**config.mk**
```make
export PLATFORM = sky130hd
export DESIGN_NAME = axi_rd_arbiter
export DESIGN_NICKNAME = d
export VERILOG_FILES = /design/src/rtl/axi_rd_arbiter.sv
export SDC_FILE = /design/constraint.sdc
export NUM_CORES = 1
export LEC_CHECK = 0
export ABC_AREA = 0
export CAP_MARGIN = 20
export CORE_AREA = 4 4 138 140
export CTS_BUF_LIST = sky130_fd_sc_hd__clkbuf_4 sky130_fd_sc_hd__clkbuf_8
export DETAILED_ROUTE_END_ITERATION = 8
export DIE_AREA = 0 0 142 144
export GPL_TIMING_DRIVEN = 1
export PLACE_DENSITY = 0.67
export SETUP_SLACK_MARGIN = 0.02
export SKIP_LAST_GASP = 1
export SLEW_MARGIN = 20
export SYNTH_ARGS = -nofsm -noshare
export SYNTH_HDL_FRONTEND = slang
export SYNTH_SLANG_ARGS = --single-unit
```
**constraint.sdc**
```tcl
create_clock -name clk -period 3.9 [get_ports clk]
set_input_delay 1.17 -clock clk [delete_from_list [all_inputs] [get_ports clk]]
set_output_delay 1.17 -clock clk [all_outputs]
set_load 0.02 [all_outputs]
```
**src/rtl/axi_rd_arbiter.sv**
```systemverilog
// axi_rd_arbiter
// Schedules three read requesters (dcache refill, uncached load, icache
// refill) onto a single AXI AR/R channel with one transaction outstanding.
// Fixed priority 0 > 1 > 2 is overridden by starvation aging on requesters
// 1 and 2. Requests that target a line still being written back are held
// off. Returned beats are routed to the owning requester, and burst-length
// violations raise a sticky error flag.
`timescale 1ns/1ps
module axi_rd_arbiter #(
    parameter int unsigned STARVE_LIMIT = 16,
    parameter int unsigned LINE_BITS    = 5
) (
    input  logic        clk,
    input  logic        rst_p,
    input  logic [2:0]  req_valid,
    input  logic [95:0] req_addr,
    input  logic [23:0] req_len,
    input  logic [8:0]  req_size,
    output logic [2:0]  req_ack,
    output logic [2:0]  resp_valid,
    output logic [31:0] resp_data,
    output logic        resp_last,
    input  logic        wb_busy,
    input  logic [31:0] wb_addr,
    output logic [3:0]  arid,
    output logic [31:0] araddr,
    output logic [7:0]  arlen,
    output logic [2:0]  arsize,
    output logic [1:0]  arburst,
    output logic        arvalid,
    input  logic        arready,
    input  logic [3:0]  rid,
    input  logic [31:0] rdata,
    input  logic        rlast,
    input  logic        rvalid,
    output logic        rready,
    output logic        len_err
);

    typedef enum logic [1:0] {
        S_IDLE = 2'd0,
        S_ADDR = 2'd1,
        S_DATA = 2'd2
    } state_t;

    localparam logic [7:0] LIMIT = 8'(STARVE_LIMIT);

    state_t      state;
    state_t      state_nx;

    logic [31:0] addr_of [3];
    logic [7:0]  len_of  [3];
    logic [2:0]  size_of [3];
    logic [2:0]  blocked;
    logic [2:0]  eligible;

    // age[0] tracks requester 1, age[1] tracks requester 2
    logic [7:0]  age [2];

    logic [1:0]  sel;
    logic        any_elig;
    logic        grant;

    logic [1:0]  owner;
    logic [28:0] lat_addr;
    logic [7:0]  lat_len;
    logic [2:0]  lat_size;
    logic [7:0]  beat_cnt;

    // rid carries no routing information with a single outstanding read,
    // and the line-offset bits of wb_addr never take part in the hazard compare.
    logic        unused_in;
    assign unused_in = ^{rid, wb_addr[LINE_BITS-1:0]};

    // Split the packed request buses into per-requester views and flag hazards.
    always_comb begin
        for (int unsigned i = 0; i < 3; i++) begin
            addr_of[i]  = req_addr[32*i +: 32];
            len_of[i]   = req_len[8*i +: 8];
            size_of[i]  = req_size[3*i +: 3];
            blocked[i]  = wb_busy && (addr_of[i][31:LINE_BITS] == wb_addr[31:LINE_BITS]);
            eligible[i] = req_valid[i] && !blocked[i];
        end
    end

    // Pick the winner: starved 1, then starved 2, else fixed priority 0 > 1 > 2.
    always_comb begin
        sel      = 2'd0;
        any_elig = |eligible;
        if (eligible[1] && (age[0] == LIMIT)) begin
            sel = 2'd1;
        end else if (eligible[2] && (age[1] == LIMIT)) begin
            sel = 2'd2;
        end else if (eligible[0]) begin
            sel = 2'd0;
        end else if (eligible[1]) begin
            sel = 2'd1;
        end else if (eligible[2]) begin
            sel = 2'd2;
        end
    end

    // State register.
    always_ff @(posedge clk) begin
        if (rst_p) begin
            state <= S_IDLE;
        end else begin
            state <= state_nx;
        end
    end

    // Next-state decode and per-state channel outputs.
    always_comb begin
        state_nx   = state;
        grant      = 1'b0;
        req_ack    = 3'b000;
        arvalid    = 1'b0;
        rready     = 1'b0;
        resp_valid = 3'b000;
        resp_last  = 1'b0;
        case (state)
            S_IDLE: begin
                if (any_elig) begin
                    grant        = 1'b1;
                    req_ack[sel] = 1'b1;
                    state_nx     = S_ADDR;
                end
            end
            S_ADDR: begin
                arvalid = 1'b1;
                if (arready) begin
                    state_nx = S_DATA;
                end
            end
            S_DATA: begin
                rready     = 1'b1;
                resp_valid = rvalid ? (3'b001 << owner) : 3'b000;
                resp_last  = rlast;
                if (rvalid && rlast) begin
                    state_nx = S_IDLE;
                end
            end
            default: begin
                state_nx = S_IDLE;
            end
        endcase
    end

    // Latch the granted request, count returned beats and flag length errors.
    always_ff @(posedge clk) begin
        if (rst_p) begin
            owner    <= '0;
            lat_addr <= '0;
            lat_len  <= '0;
            lat_size <= '0;
            beat_cnt <= '0;
            len_err  <= 1'b0;
        end else begin
            if (grant) begin
                owner    <= sel;
                lat_addr <= addr_of[sel][28:0];
                lat_len  <= len_of[sel];
                lat_size <= size_of[sel];
                beat_cnt <= '0;
            end
            if ((state == S_DATA) && rvalid) begin
                // Early rlast, or the expected last beat arriving without rlast.
                if (rlast != (beat_cnt == lat_len)) begin
                    len_err <= 1'b1;
                end
                if (beat_cnt != 8'hFF) begin
                    beat_cnt <= beat_cnt + 8'd1;
                end
            end
        end
    end

    // Starvation aging for requesters 1 and 2; blocked requesters still age.
    always_ff @(posedge clk) begin
        if (rst_p) begin
            age[0] <= '0;
            age[1] <= '0;
        end else begin
            for (int unsigned k = 0; k < 2; k++) begin
                if (req_valid[k+1] && !req_ack[k+1]) begin
                    if (age[k] < LIMIT) begin
                        age[k] <= age[k] + 8'd1;
                    end
                end else begin
                    age[k] <= '0;
                end
            end
        end
    end

    assign arid      = {2'b00, owner};
    assign araddr    = {3'b000, lat_addr};
    assign arlen     = lat_len;
    assign arsize    = lat_size;
    assign arburst   = 2'b01;
    assign resp_data = rdata;

endmodule

```
==> results_dict.tcl, run 1 <==
set metrics [dict create \
    ys_ff_latch 69 \
    finalMaxSlewViolations 0 \
    p_switching_uw 935 \
    arrival_ns 2.99 \
    root_buffer "clkbuf_8" \
    grt_pass1_wl_mm 32.1 \
    cts_tree "built" \
    dpl.hpwl_mm 16.1 \
    gp_congestion 0.845 \
    power.share.switching 0.362 \
    die_x_um 142 \
    hold_ws_ns 0.487 \
    p_clk_frac 0.259 \
    avgSynthCellArea_um2 8.97 \
    synth_top_area_share 0.233 \
    via_per_inst 5.01 \
    fin_crit_sh 1.07 \
    grt_pass1_vias 5773 \
    cts_made_buffers 9 \
    grt_max_degree 38 \
    area_growth_pct 65.3 \
    combPwrFrac 0.414 \
    routedWlPerCell_um 19.1 \
    overflow 0 \
    required_ns 2.73 \
    rows 49 \
    worst_pin_slew_ns 0.565 \
    power_leakage_uw 0.00349 \
    drc 0 \
    maxCapViolations 0 \
    die-height_um 144 \
    drive_above_1_share 0.365 \
    synth_seq_area_share 0.279 \
    power_density_nw_per_um2 298 \
    max_freq_mhz 240 \
    worstSetupPathType "in2out" \
    utilization 0.486 \
    finalPower_uw 2580 \
    antenna_found_initial 0 \
    pin_count 297 \
    synthFlopType "dfxtp_1" \
    min_path_type "reg2reg" \
    first_iter_violations 199 \
    clock-sinks 69 \
    synthDistinctLibCells 52 \
    synth.most_common_cell "xnor2_1" \
    setup_violations 3 \
    crit_fanout 3 \
    violations "negative setup slack" \
    yosys_warnings 0 \
    ff2ff_setup_slack_ns 0.95 \
    clk_latency_ns 0.39 \
    coreArea_um2 17800 \
    peakVddDrop_v 0.000155 \
    synth_edf_count 8 \
    finalCriticalPeriod_ns 4.16 \
    grt_usage 0.202 \
    synthTopCellsByCount "83 x xnor2_1, 61 x dfxtp_1, 42 x buf_4" \
    slew_headroom 0.623 \
    dp_slack_ns -1.08 \
    nets 1081 \
    outcome "finished, violations left" \
    io_buffers 216 \
    die_area_um2 20400 \
    path_clk_slew_ns 0.09 \
    skew_ns 0.0141 \
    hold_violations 0 \
    antenna_left 0 \
    pwr-share-seq 0.327 \
    yosys-top-cells-area "dfxtp_1 23%, xnor2_1 14%, buf_4 6.0%" \
    routed_wl_mm 21.1 \
    async_reset_ff_frac 0 \
    syn_inst 585 \
    synth_area_um2 5250 \
    p_int_uw 1650 \
    drtPass1Iterations 4 \
    cts-htree-levels 3 \
    rsz0062_at_grt "true" \
    cts_max_path_buffers 2 \
    synth_largest_area_cell "dfxtp_1" \
    start_util 0.294 \
    vias 5531 \
    cp-end-kind "output port" \
    setup_slack_ns -0.260 \
    worstSetupStartpointType "input pin" \
]
placed cells by master (no fill, tap or decap), drive strengths merged, types with 25 or more instances in the layout:
cell and n:
dlygate4sd2 26, xnor2 83, o221ai 27, a21oi 36
dfxtp 61, clkdlybuf4s15 25, buf 171, nor2 35
nand2 36, clkdlybuf4s50 103
registers in the layout (all words and copies together) (netlist names):
register  flops
state         2
arsize        3
lat_addr     29
age          16
len_err       1
arlen         8
owner         2
beat_cnt      8
power groups by stage:
stage	sequential, uW	clock [uW]	combinational (uW)
3_3_place_gp	860	0	1010
4_1_cts	846	687	1060
5_1_grt	856	714	1140
2_1_floorplan	921	0	468
6_report	845	669	1070
3_5_place_dp	862	0	1020
routing by layer:
metal | track usage | vias up | share of wire
li1 | - | 2697 | -
met1 | 0.252 | 2613 | 0.41
met3 | 0.0509 | 26 | 0.074
met2 | 0.350 | 195 | 0.50
met5 | 0 | - | 0
met4 | 0.0515 | 0 | 0.016
layout make-up:
cell class              instances  area [um2]
fillers                      1698        9170
multi-input cells             437        3700
repair buffers                341        2960
flip-flops and latches         69        1460
well taps                     229         287
clock buffers                   9         124
clock inverters                 7        85.1
inverters                      12        50.0
diodes                          1        2.50
cell families after synthesis:
group	synth area share
muxes	0.0382
AOI/OAI and AO/OA	0.233
other	0.00143
adders and majority gates	0.0119
and+or+nand+nor	0.167
DFF	0.279
xor gates and xnor gates	0.164
buffers and inverters	0.106
final timing paths:
kind                                    end          from  cells past startpoint
worst min register to register    age[1][5]     age[1][5]                      1
worst max register to register  lat_addr[5]     age[0][5]                     10
worst min-delay path              age[1][5]     age[1][5]                      1
worst max-delay path             req_ack[1]  req_addr[44]                     11
per-stage QoR:
step	instances	setup TNS, ns	cell area, um2
after floorplan	590	-0.116	5330
after global placement	1076	-11.00	8180
after detailed placement	1076	-11.32	8180
after CTS	1103	-0.622	8630
after global routing	1104	-0.794	8670
final	1105	-0.600	8670
critical path, stage by stage:
cell and delay [ns]:
dlygate4sd2_1 0.26, xnor2_1 0.14, nand4_1 0.11, nor4_2 0.30, buf_4 0.18, a211oi_4 0.07, or3_4 0.42, buf_12 0.15
nand2_8 0.05, inv_4 0.03, buf_6 0.12
repair_timing:
action	CTS	global route
gates resized for setup	337	57
gates cloned	1	0
pin swaps	71	45
hold buffers	0	0
setup endpoints to repair	3	3
setup buffers	11	3
Note: power is estimated with default switching activity, not from simulation.
==> inputs of run 2 (changes only) <==
Settings changed: CTS_BUF_LIST sky130_fd_sc_hd__clkbuf_4 sky130_fd_sc_hd__clkbuf_8 to sky130_fd_sc_hd__clkbuf_4.
==> run 2 against run 1 <==
The run still ends with negative setup slack left. Worst hold slack better by 0.0033 ns. Die area did not move. Worst setup slack gained 0.0043 ns. Power down 3.8%. Clock-buffer cell count stayed put. Flip-flop and latch count is the same.
==> results_dict.tcl, run 2 (synthesized netlist as in run 1, its figures left out) <==
set metrics [dict create \
    finalCriticalPeriod_ns 4.16 \
    skew_ns 0.0222 \
    place_inst 1076 \
    violations "negative setup slack" \
    rsz0062_at_grt "true" \
    dpl.hpwl_mm 16.1 \
    grt_usage 0.201 \
    final_area_um2 8710 \
    clock-sinks 69 \
    routed_wl_mm 21.3 \
    arrival_ns 2.99 \
    outcome "finished, violations left" \
    dpl_cell_area_um2 8180 \
    area_growth_pct 66.0 \
    setup_slack_ns -0.255 \
    path_clk_slew_ns 0.14 \
    final_cell_mix "115 x buf_4, 103 x clkdlybuf4s50_1, 61 x dfxtp_1" \
    worst_pin_slew_ns 0.563 \
    coreArea_um2 17800 \
    cts-htree-levels 3 \
    worstSetupStartpointType "input pin" \
    fin_cells 1109 \
    io_buffers 216 \
    hold_ws_ns 0.491 \
    via_per_inst 5.10 \
    slew_headroom 0.624 \
    die_area_um2 20400 \
    maxCapViolations 0 \
    start_util 0.294 \
    peakVddDrop_v 0.000169 \
    cp-end-kind "output port" \
    drive_above_1_share 0.382 \
    drtPass1Iterations 5 \
    final_common_cell "buf_4" \
    die_x_um 142 \
    antenna_left 0 \
    required_ns 2.73 \
    fillerInstances 1695 \
    power_density_nw_per_um2 285 \
    cts_made_buffers 9 \
    grt_pass1_wl_mm 31.9 \
    antenna_found_initial 3 \
    gp_congestion 0.845 \
    worstSetupPathType "in2out" \
    clk_latency_ns 0.49 \
    overflow 0 \
    routedWlPerCell_um 19.2 \
    crit_fanout 3 \
    max_freq_mhz 241 \
    cts_max_path_buffers 2 \
    nets 1084 \
    largest_reg_flops 29 \
    pin_count 297 \
    grt_max_degree 38 \
    first_iter_violations 238 \
    rows 49 \
    hold_buffers 0 \
    finalMaxSlewViolations 0 \
    min_path_type "reg2reg" \
    grt_pass1_vias 5737 \
    hold_violations 0 \
    top_regs "lat_addr (29), age (16)" \
    setup_violations 3 \
    power_leakage_uw 0.00356 \
    vias 5659 \
    cts_tree "built" \
    drc 0 \
    largest-register "lat_addr" \
    fin_crit_sh 1.07 \
    root_buffer "clkbuf_4" \
    die-height_um 144 \
]
## run 2: layer usage
metal | wire (um) | track usage
met5 | 27 | 0
met4 | 348 | 0.0460
met3 | 1650 | 0.0565
met2 | 10600 | 0.349
met1 | 8660 | 0.249
## run 2: area by class of cell
cell class,instances,area [um2],area share
clock inverter,7,85.1,0.00977
inverter,12,50.0,0.00575
clock buffer,9,67.6,0.00776
multi-input combinational,437,3800,0.437
timing repair buffer,344,2950,0.339
tap,229,287,0.0329
antenna,2,5.00,0.000575
sequential,69,1460,0.168
## run 2: power by group
| group | internal (uW) | total [uW] | switching (uW) |
|---|---|---|---|
| Combinational | 550 | 1080 | 533 |
| Sequential | 793 | 846 | 53.3 |
| Clock | 211 | 556 | 345 |
## run 2: repair_timing
| item | CTS | global route |
|---|---|---|
| hold endpoints to repair | 0 | 0 |
| pin swaps | 69 | 54 |
| cloned | 1 | 0 |
| buffers inserted | 8 | 9 |
| endpoints found under the setup margin | 3 | 3 |
| resized for setup | 324 | 88 |
## run 2: per-stage QoR
| stage | utilization | setup TNS [ns] | setup WS (ns) | total power (uW) |
|---|---|---|---|---|
| global route | 0.488 | -0.763 | -0.300 | 2610 |
| floorplan | - | -0.116 | -0.0575 | 1390 |
| global placement | 0.458 | -11.00 | -1.09 | 1870 |
| detailed placement | 0.458 | -11.32 | -1.08 | 1880 |
| finish | 0.488 | -0.627 | -0.255 | 2490 |
| CTS | 0.481 | -0.633 | -0.250 | 2480 |
## run 2: final timing paths
check / startpoint / cells after the start / endpoint / slack (ns)
max: req_addr[87] / 11 / req_ack[1] / -0.26
min: age[1][5] / 1 / age[1][5] / 0.49
max reg2reg: age[0][5] / 10 / lat_addr[5] / 0.96
min reg2reg: age[1][5] / 1 / age[1][5] / 0.49
## run 2: critical path, cell delays in order
cell and delay, ns:
clkdlybuf4s15_1 0.22, xnor2_1 0.17, nand4_1 0.17, nor3_2 0.19, buf_4 0.16, a311oi_4 0.10
or3_4 0.45, buf_12 0.15, nand2_8 0.05, inv_4 0.03, buf_6 0.12
==> inputs of run 3 (changes only) <==
Clock period 3.9 ns to 3.35 ns, I/O delays scaled along.
==> run 3 against run 2 <==
The run still ends with negative setup slack left. Sequential power grew 16%. Wire length grew 0.83%. Via count shrank 0.97%. Design area grew 0.62%. Register-to-register slack lost 0.47 ns. Utilization grew 0.30 points. Flip-flop and latch count is the same. Worst hold slack lost 0.0025 ns. Global-route usage is essentially flat.
==> results_dict.tcl, run 3 (synthesized netlist as in run 1, its figures left out) <==
set metrics [dict create \
    multi_input_area_um2 3700 \
    grt_pass1_wl_mm 31.7 \
    power_density_nw_per_um2 312 \
    drtPass1Iterations 5 \
    finalCriticalPeriod_ns 3.90 \
    startpoint "wb_addr[17]" \
    hp-start "age[1][6]" \
    crit_fanout 3 \
    vias 5604 \
    clk_latency_ns 0.45 \
    drc 0 \
    cts_made_buffers 9 \
    reg2reg_depth 12 \
    clock-sinks 69 \
    cp-end-kind "output port" \
    skew_ns 0.0189 \
    worstSetupStartpointType "input pin" \
    arrival_ns 2.89 \
    start_util 0.294 \
    r2r-start "age[0][5]" \
    setup_slack_ns -0.548 \
    hold_ws_ns 0.488 \
    grt_usage 0.201 \
    finalMaxSlewViolations 0 \
    max_freq_mhz 257 \
    final_cell_mix "126 x buf_4, 100 x clkdlybuf4s50_1, 61 x dfxtp_1" \
    outcome "finished, violations left" \
    worst_pin_slew_ns 0.541 \
    largest_reg_flops 29 \
    setup_violations 3 \
    rsz0062_at_grt "true" \
    required_ns 2.34 \
    die_x_um 142 \
    coreArea_um2 17800 \
    worstSetupPathType "in2out" \
    cts_max_path_buffers 2 \
    cts-htree-levels 3 \
    pin_count 297 \
    min_to "age[1][6]" \
    via_per_inst 5.02 \
    antenna_found_initial 4 \
    power_leakage_uw 0.00354 \
    hold_violations 0 \
    area_growth_pct 67.1 \
    routedWlPerCell_um 19.2 \
    nets 1091 \
    fillerInstances 1697 \
    final_area_um2 8760 \
    drive_above_1_share 0.340 \
    dp_slack_ns -1.43 \
    hold_buffers 0 \
    first_iter_violations 322 \
    top_regs "lat_addr (29), age (16)" \
    rows 49 \
    die-height_um 144 \
    overflow 0 \
    antenna_left 0 \
    largest-register "lat_addr" \
    cts_tree "built" \
    r2r_end "age[0][0]" \
    io_buffers 216 \
    path_clk_slew_ns 0.13 \
    dpl_cell_area_um2 8220 \
    root_buffer "clkbuf_4" \
    routed_wl_mm 21.4 \
    grt_pass1_vias 5670 \
    die_area_um2 20400 \
    min_path_type "reg2reg" \
    peakVddDrop_v 0.000155 \
    violations "negative setup slack" \
    slew_headroom 0.635 \
    final_common_cell "buf_4" \
    hold_depth 1 \
    gp_congestion 0.868 \
    fin_crit_sh 1.16 \
    regArea_um2 1460 \
    maxCapViolations 0 \
    grt_max_degree 38 \
    ff2ff_setup_slack_ns 0.49 \
    dpl.hpwl_mm 16.1 \
]
run 3: cell count changes in the layout (fill, tap and decap cells not counted), moves of 11 or more:
cell / before / now
buf_2: 33 / 11
clkbuf_2: 23 / 6
buf_4: 115 / 126
xnor2_2: 48 / 36
dlygate4sd2_1: 22 / 58
xnor2_1: 34 / 45
clkdlybuf4s15_2: 4 / 19
run 3: worst max path at each step:
stage | end
after detailed placement | req_ack[0]
after global routing | req_ack[1]
after global placement | req_ack[0]
after floorplan | req_ack[1]
final | req_ack[1]
after CTS | req_ack[1]
run 3: area by class of cell:
cell class                      count  area share
Antenna cell                        2    0.000571
Clock buffer                       10     0.00857
Clock inverter                      6     0.00343
Inverter                           12     0.00571
Multi-Input combinational cell    437       0.422
Sequential cell                    69       0.167
Tap cell                          229      0.0327
Timing Repair Buffer              351       0.360
run 3: what timing repair did:
item	4_1_cts	5_1_grt
pin swaps	64	23
gates resized for setup	267	41
cloned	1	0
setup endpoints to repair	64	6
setup buffers	10	6
run 3: power by group:
group / switching, uW / internal (uW)
registers: 56.2 / 923
clock network: 333 / 154
logic: 622 / 645
run 3: worst max-delay path: stages:
cell and delay (ns):
clkdlybuf4s15_2 0.24, xnor2_2 0.19, nand2_1 0.12, a2111oi_4 0.41, a311oi_4 0.16, or3_4 0.43
buf_12 0.15, nand2_8 0.05, inv_4 0.03, buf_6 0.12
run 3: layer usage:
layer,part of all wire,global-route usage
met1,0.42,0.254
met2,0.49,0.336
met3,0.072,0.0608
met4,0.017,0.0510
met5,0.0013,0
run 3: through the flow:
stage | setup TNS, ns | power (uW) | utilization | std cells
3_5_place_dp | -41.05 | 2200 | 0.461 | 1082
5_1_grt | -1.66 | 2880 | 0.491 | 1116
3_3_place_gp | -43.87 | 2190 | 0.461 | 1082
2_1_floorplan | -0.776 | 1620 | - | 590
6_report | -1.48 | 2730 | 0.491 | 1116
4_1_cts | -1.49 | 2730 | 0.483 | 1109
==> patch 1: new RTL, config.mk and constraints of run 3 <==
Encoding of `state_t`: now one-hot (3 bits for 3 states).
--- a/src/rtl/axi_rd_arbiter.sv
+++ b/src/rtl/axi_rd_arbiter.sv
@@ -38,8 +38,8 @@
 );
 
-    typedef enum logic [1:0] {
-        S_IDLE = 2'd0,
-        S_ADDR = 2'd1,
-        S_DATA = 2'd2
+    typedef enum logic [2:0] {
+        S_IDLE = 3'b001,
+        S_ADDR = 3'b010,
+        S_DATA = 3'b100
     } state_t;
 
Function: same outputs for any inputs over 4 cycles, from zero or initial values and one cycle with rst_p high; so few cycles prove little.
==> patch 1 against run 3 <==
- worst setup slack worse by 78 ps
- the run still ends with setup timing left
- final area is 7.1% lower
- power is 0.55% higher
- wire length is 9.0% lower
- area after synthesis shrank 5.9%
- largest cell class unchanged
- sequential cell count increased by 1
- critical path depth down 1
- first-iteration DRC count fell by 21%
- register-to-register slack got worse by 130 ps
==> patch 1: results (changes against run 3) <==
[run_status]
status=finished, violations left
violations=setup timing

[detailed_routing]
vias=5220  ; -6.9%
firstDrtPassIters=4  ; -1
drt_iter0_drc=253  ; -21%
totalWireLength_um=19500  ; -9.0%

[worst_setup_path]
cp_max_fo=2  ; -1
worst_path_max_delay_cell=or4_4
crit_arrival_ps=2970  ; +80 ps

[placement]
place.gp.congestion=0.899  ; +3.7%
hpwl_um=15000  ; -6.5%
placedInstanceArea_um2=7680  ; -6.6%

[grt]
globalRouteTotalUtil_pct=18.5  ; -1.6 points
grt_pass1_wl_um=29200  ; -7.8%
antenna_found_initial=3  ; -1
grt_max_degree=79  ; +110%
grt_pass1_vias=5290  ; -6.7%

[synthesis]
synth_mux_area_share_pct=8.11  ; +4.3 points
synth_area_leaders=dfxtp_1, xnor2_1, mux2i_1, o221ai_1, buf_4
synth-compound-area-share_pct=12.7  ; -11 points
synthAdderAreaFrac_pct=1.27  ; +0.074 points
synth_cell_types=47  ; -9.6%
synth-seq-area-share_pct=30.0  ; +2.1 points
synth_xor_area_share_pct=17.7  ; +1.4 points

[sta]
setup_viol=51  ; +48
slew_headroom_pct=56.3  ; -7.2 points
layout_setup_ws_ps=-627  ; -78.4 ps
finalClockSkew_ps=15.6  ; -3.32 ps

[final_layout]
reg_top3=lat_addr: 29 flops, age: 16 flops
drive_above_1_share_pct=23.1  ; -11 points
fillers=1740  ; +2.5%
nets=1027  ; -5.9%

[power_and_ir_drop]
switching_share_pct=33.7  ; -3.3 points
ir_drop_uv=218  ; +41%
p_leak_nw=3.38  ; -4.6%
combPwrFrac_pct=40.7  ; -5.7 points
p_clk_share_pct=22.7  ; +4.9 points

[cts]
path_clk_slew_ps=110  ; -20 ps

patch 1: timing repair:
item	CTS	global route
setup buffers	1	4
cloned	0	0
pin swaps	47	32
setup endpoints to repair	81	54
resized for setup	238	40
hold buffers	0	0
hold endpoints to repair	0	0
patch 1: path summary, 6_finish.rpt:
kind           endpoint  slack (ps)  cells past startpoint   startpoint
max          req_ack[2]        -630                      9  wb_addr[30]
min             len_err         490                      2      len_err
max reg2reg   age[0][5]         360                      8    age[0][7]
min reg2reg     len_err         490                      2      len_err
patch 1: cell type report:
cell class,instances,area share [%]
multi-input combinational,416,41.7
sequential,70,18.2
antenna,3,0.0922
timing repair buffer,298,33.6
clock buffer,10,0.922
inverter,21,1.03
clock inverter,6,0.938
tap,229,3.52
patch 1: per-stage QoR:
| stage | utilization (%) | setup slack (ps) | instances | setup TNS, ps | total power [W] |
|---|---|---|---|---|---|
| 4_1_cts | 44.9 | -603 | 1049 | -6800 | 0.00278 |
| 6_report | 45.6 | -627 | 1053 | -8340 | 0.00275 |
| 2_1_floorplan | - | -505 | 577 | -733 | 0.00155 |
| 5_1_grt | 45.6 | -676 | 1053 | -11520 | 0.00291 |
| 3_3_place_gp | 43.0 | -1810 | 1033 | -91280 | 0.00211 |
| 3_5_place_dp | 43.0 | -1740 | 1033 | -88830 | 0.00211 |
patch 1: routing by layer:
layer | global-route usage (%) | up-vias | wire length [um]
met2 | 31.6 | 210 | 9450
met5 | 0 | - | 0
met3 | 5.26 | 27 | 1650
li1 | - | 2533 | -
met1 | 22.6 | 2450 | 8020
met4 | 6.01 | 0 | 398
patch 1: cell families (layout without fill, tap and decap cells):
family,after synthesis,count (layout)
adders and majority gates,5,5
and+or+nand+nor,185,185
DFF,70,70
xor gates and xnor gates,100,100
AOI/OAI and AO/OA,79,79
buffers and inverters,91,335
other,2,10
muxes,40,40
==> patch 2: new RTL, settings of run 3 <==
Made on the original files. Set the parameter `STARVE_LIMIT` to 12 (it was 16).
--- a/src/rtl/axi_rd_arbiter.sv
+++ b/src/rtl/axi_rd_arbiter.sv
@@ -8,5 +8,5 @@
 `timescale 1ns/1ps
 module axi_rd_arbiter #(
-    parameter int unsigned STARVE_LIMIT = 16,
+    parameter int unsigned STARVE_LIMIT = 12,
     parameter int unsigned LINE_BITS    = 5
 ) (
Behaviour: no difference found for any inputs over 4 cycles, from zero or initial values and one cycle with rst_p high; that may be too few to reach the edited logic, so the function may still have changed.
==> patch 2 against run 3 <==
- the flow still finishes with violations (setup timing)
- sequential cell count is the same
- area after synthesis shrank 4.4%
- final area shrank 0.39%
- power grew 10%
- first-iteration DRC count grew 3.4%
- worst setup slack lost 110 ps
- combinational power grew 12%
- wire length grew 0.49%
- count of clock-buffer cells in the layout grew 1
- critical endpoint is now req_ack[2]
- largest cell class unchanged
==> patch 2: results (changes against run 3) <==
[run_status]
status=finished, violations left
violations=setup timing

[synthesis]
synth-compound-area-share_pct=18.1  ; -5.2 points
netlist_top_cells_count=xnor2_1, dfxtp_1, buf_4
synth_xor_area_share_pct=17.3  ; +0.93 points
syn_inst=572  ; -2.2%
synth_cell_types=54  ; +3.8%
synth_mux_area_share_pct=4.19  ; +0.38 points
synthAdderAreaFrac_pct=1.25  ; +0.055 points
synth_area_leaders=dfxtp_1, xnor2_1, buf_4, edfxtp_1, mux2i_1

[worst_setup_path]
r2r_slack_ps=610  ; +120 ps
crit_arrival_ps=3000  ; +110 ps
timing.rr.end=arsize[0]
critPathMaxStageDelay_ps=540  ; +110 ps
endpoint=req_ack[2]
worst_path_max_delay_cell=or4_4
r2r_cells=10  ; -2
r2r-start=age[1][7]
cp_max_fo=2  ; -1
crit_start=wb_addr[10]

[placement]
place_inst=1039  ; -4.0%
place.gp.congestion=0.938  ; +8.1%
portBuffers=216  ; unchanged
placedInstanceArea_um2=7870  ; -4.2%
hpwl_um=15800  ; -1.9%
dp_slack_ps=-1510  ; -82.0 ps

[grt]
use_met2_pct=34.8  ; +1.2 points
antenna_found_initial=2  ; -2
grt_use_met1_pct=25.4  ; -0.030 points
grt_max_degree=63  ; +66%
grt_pass1_wl_um=32000  ; +1.1%
grt_pass1_vias=5597  ; -1.3%
globalRouteTotalUtil_pct=20.5  ; +0.43 points
grt_use_met3_pct=7.34  ; +1.3 points

[power_and_ir_drop]
p_comb_w=0.00142  ; +12%
switching_share_pct=37.0  ; about the same
ir_drop_uv=227  ; +46%
p_leak_nw=3.70  ; +4.4%

[detailed_routing]
dr.max_layer_used=met4
wl_met1_um=8970  ; -0.28%
met3WireLength_um=1990  ; +28%
wire_per_inst_um=20.0  ; +3.9%
viasPerCell=5.14  ; +2.4%
wl_met2_um=10300  ; -2.1%

[sta]
tightest_slew_ps=909  ; +368 ps
finalSetupTns_ps=-1880  ; -397 ps
finalClockSkew_ps=21.8  ; +2.91 ps
setup_viol=6  ; +3
layout_setup_ws_ps=-656  ; -108 ps

[final_layout]
stdcell_count=1079  ; -3.3%
fillers=1659  ; -2.2%

[cts]
postCtsSetupBuffers=18  ; +8
cts_resized=252  ; -5.6%

-- patch 2: through the flow --
step,power [W],hold slack [ps]
2_1_floorplan,0.00166,430
3_3_place_gp,0.00226,445
3_5_place_dp,0.00227,448
4_1_cts,0.00300,481
5_1_grt,0.00317,501
6_report,0.00301,476
-- patch 2: final cells by class --
cell class                 count  area share [%]
multi-input combinational    411            42.7
timing repair buffer         327            34.6
sequential                    69            16.7
tap                          229            3.28
inverter                      25            1.10
clock buffer                  11           0.946
clock inverter                 5           0.588
antenna                        2          0.0573
-- patch 2: worst min-delay path by stage --
| stage | endpoint | from | slack, ps | cells past startpoint |
|---|---|---|---|---|
| after floorplan | age[1][7] | age[1][7] | 430 | 1 |
| after global placement | age[1][7] | age[1][7] | 450 | 1 |
| after detailed placement | age[1][4] | age[1][4] | 450 | 1 |
| after CTS | age[1][4] | age[1][4] | 480 | 1 |
| after global routing | age[1][7] | age[1][7] | 500 | 1 |
| final | age[1][4] | age[1][4] | 480 | 1 |
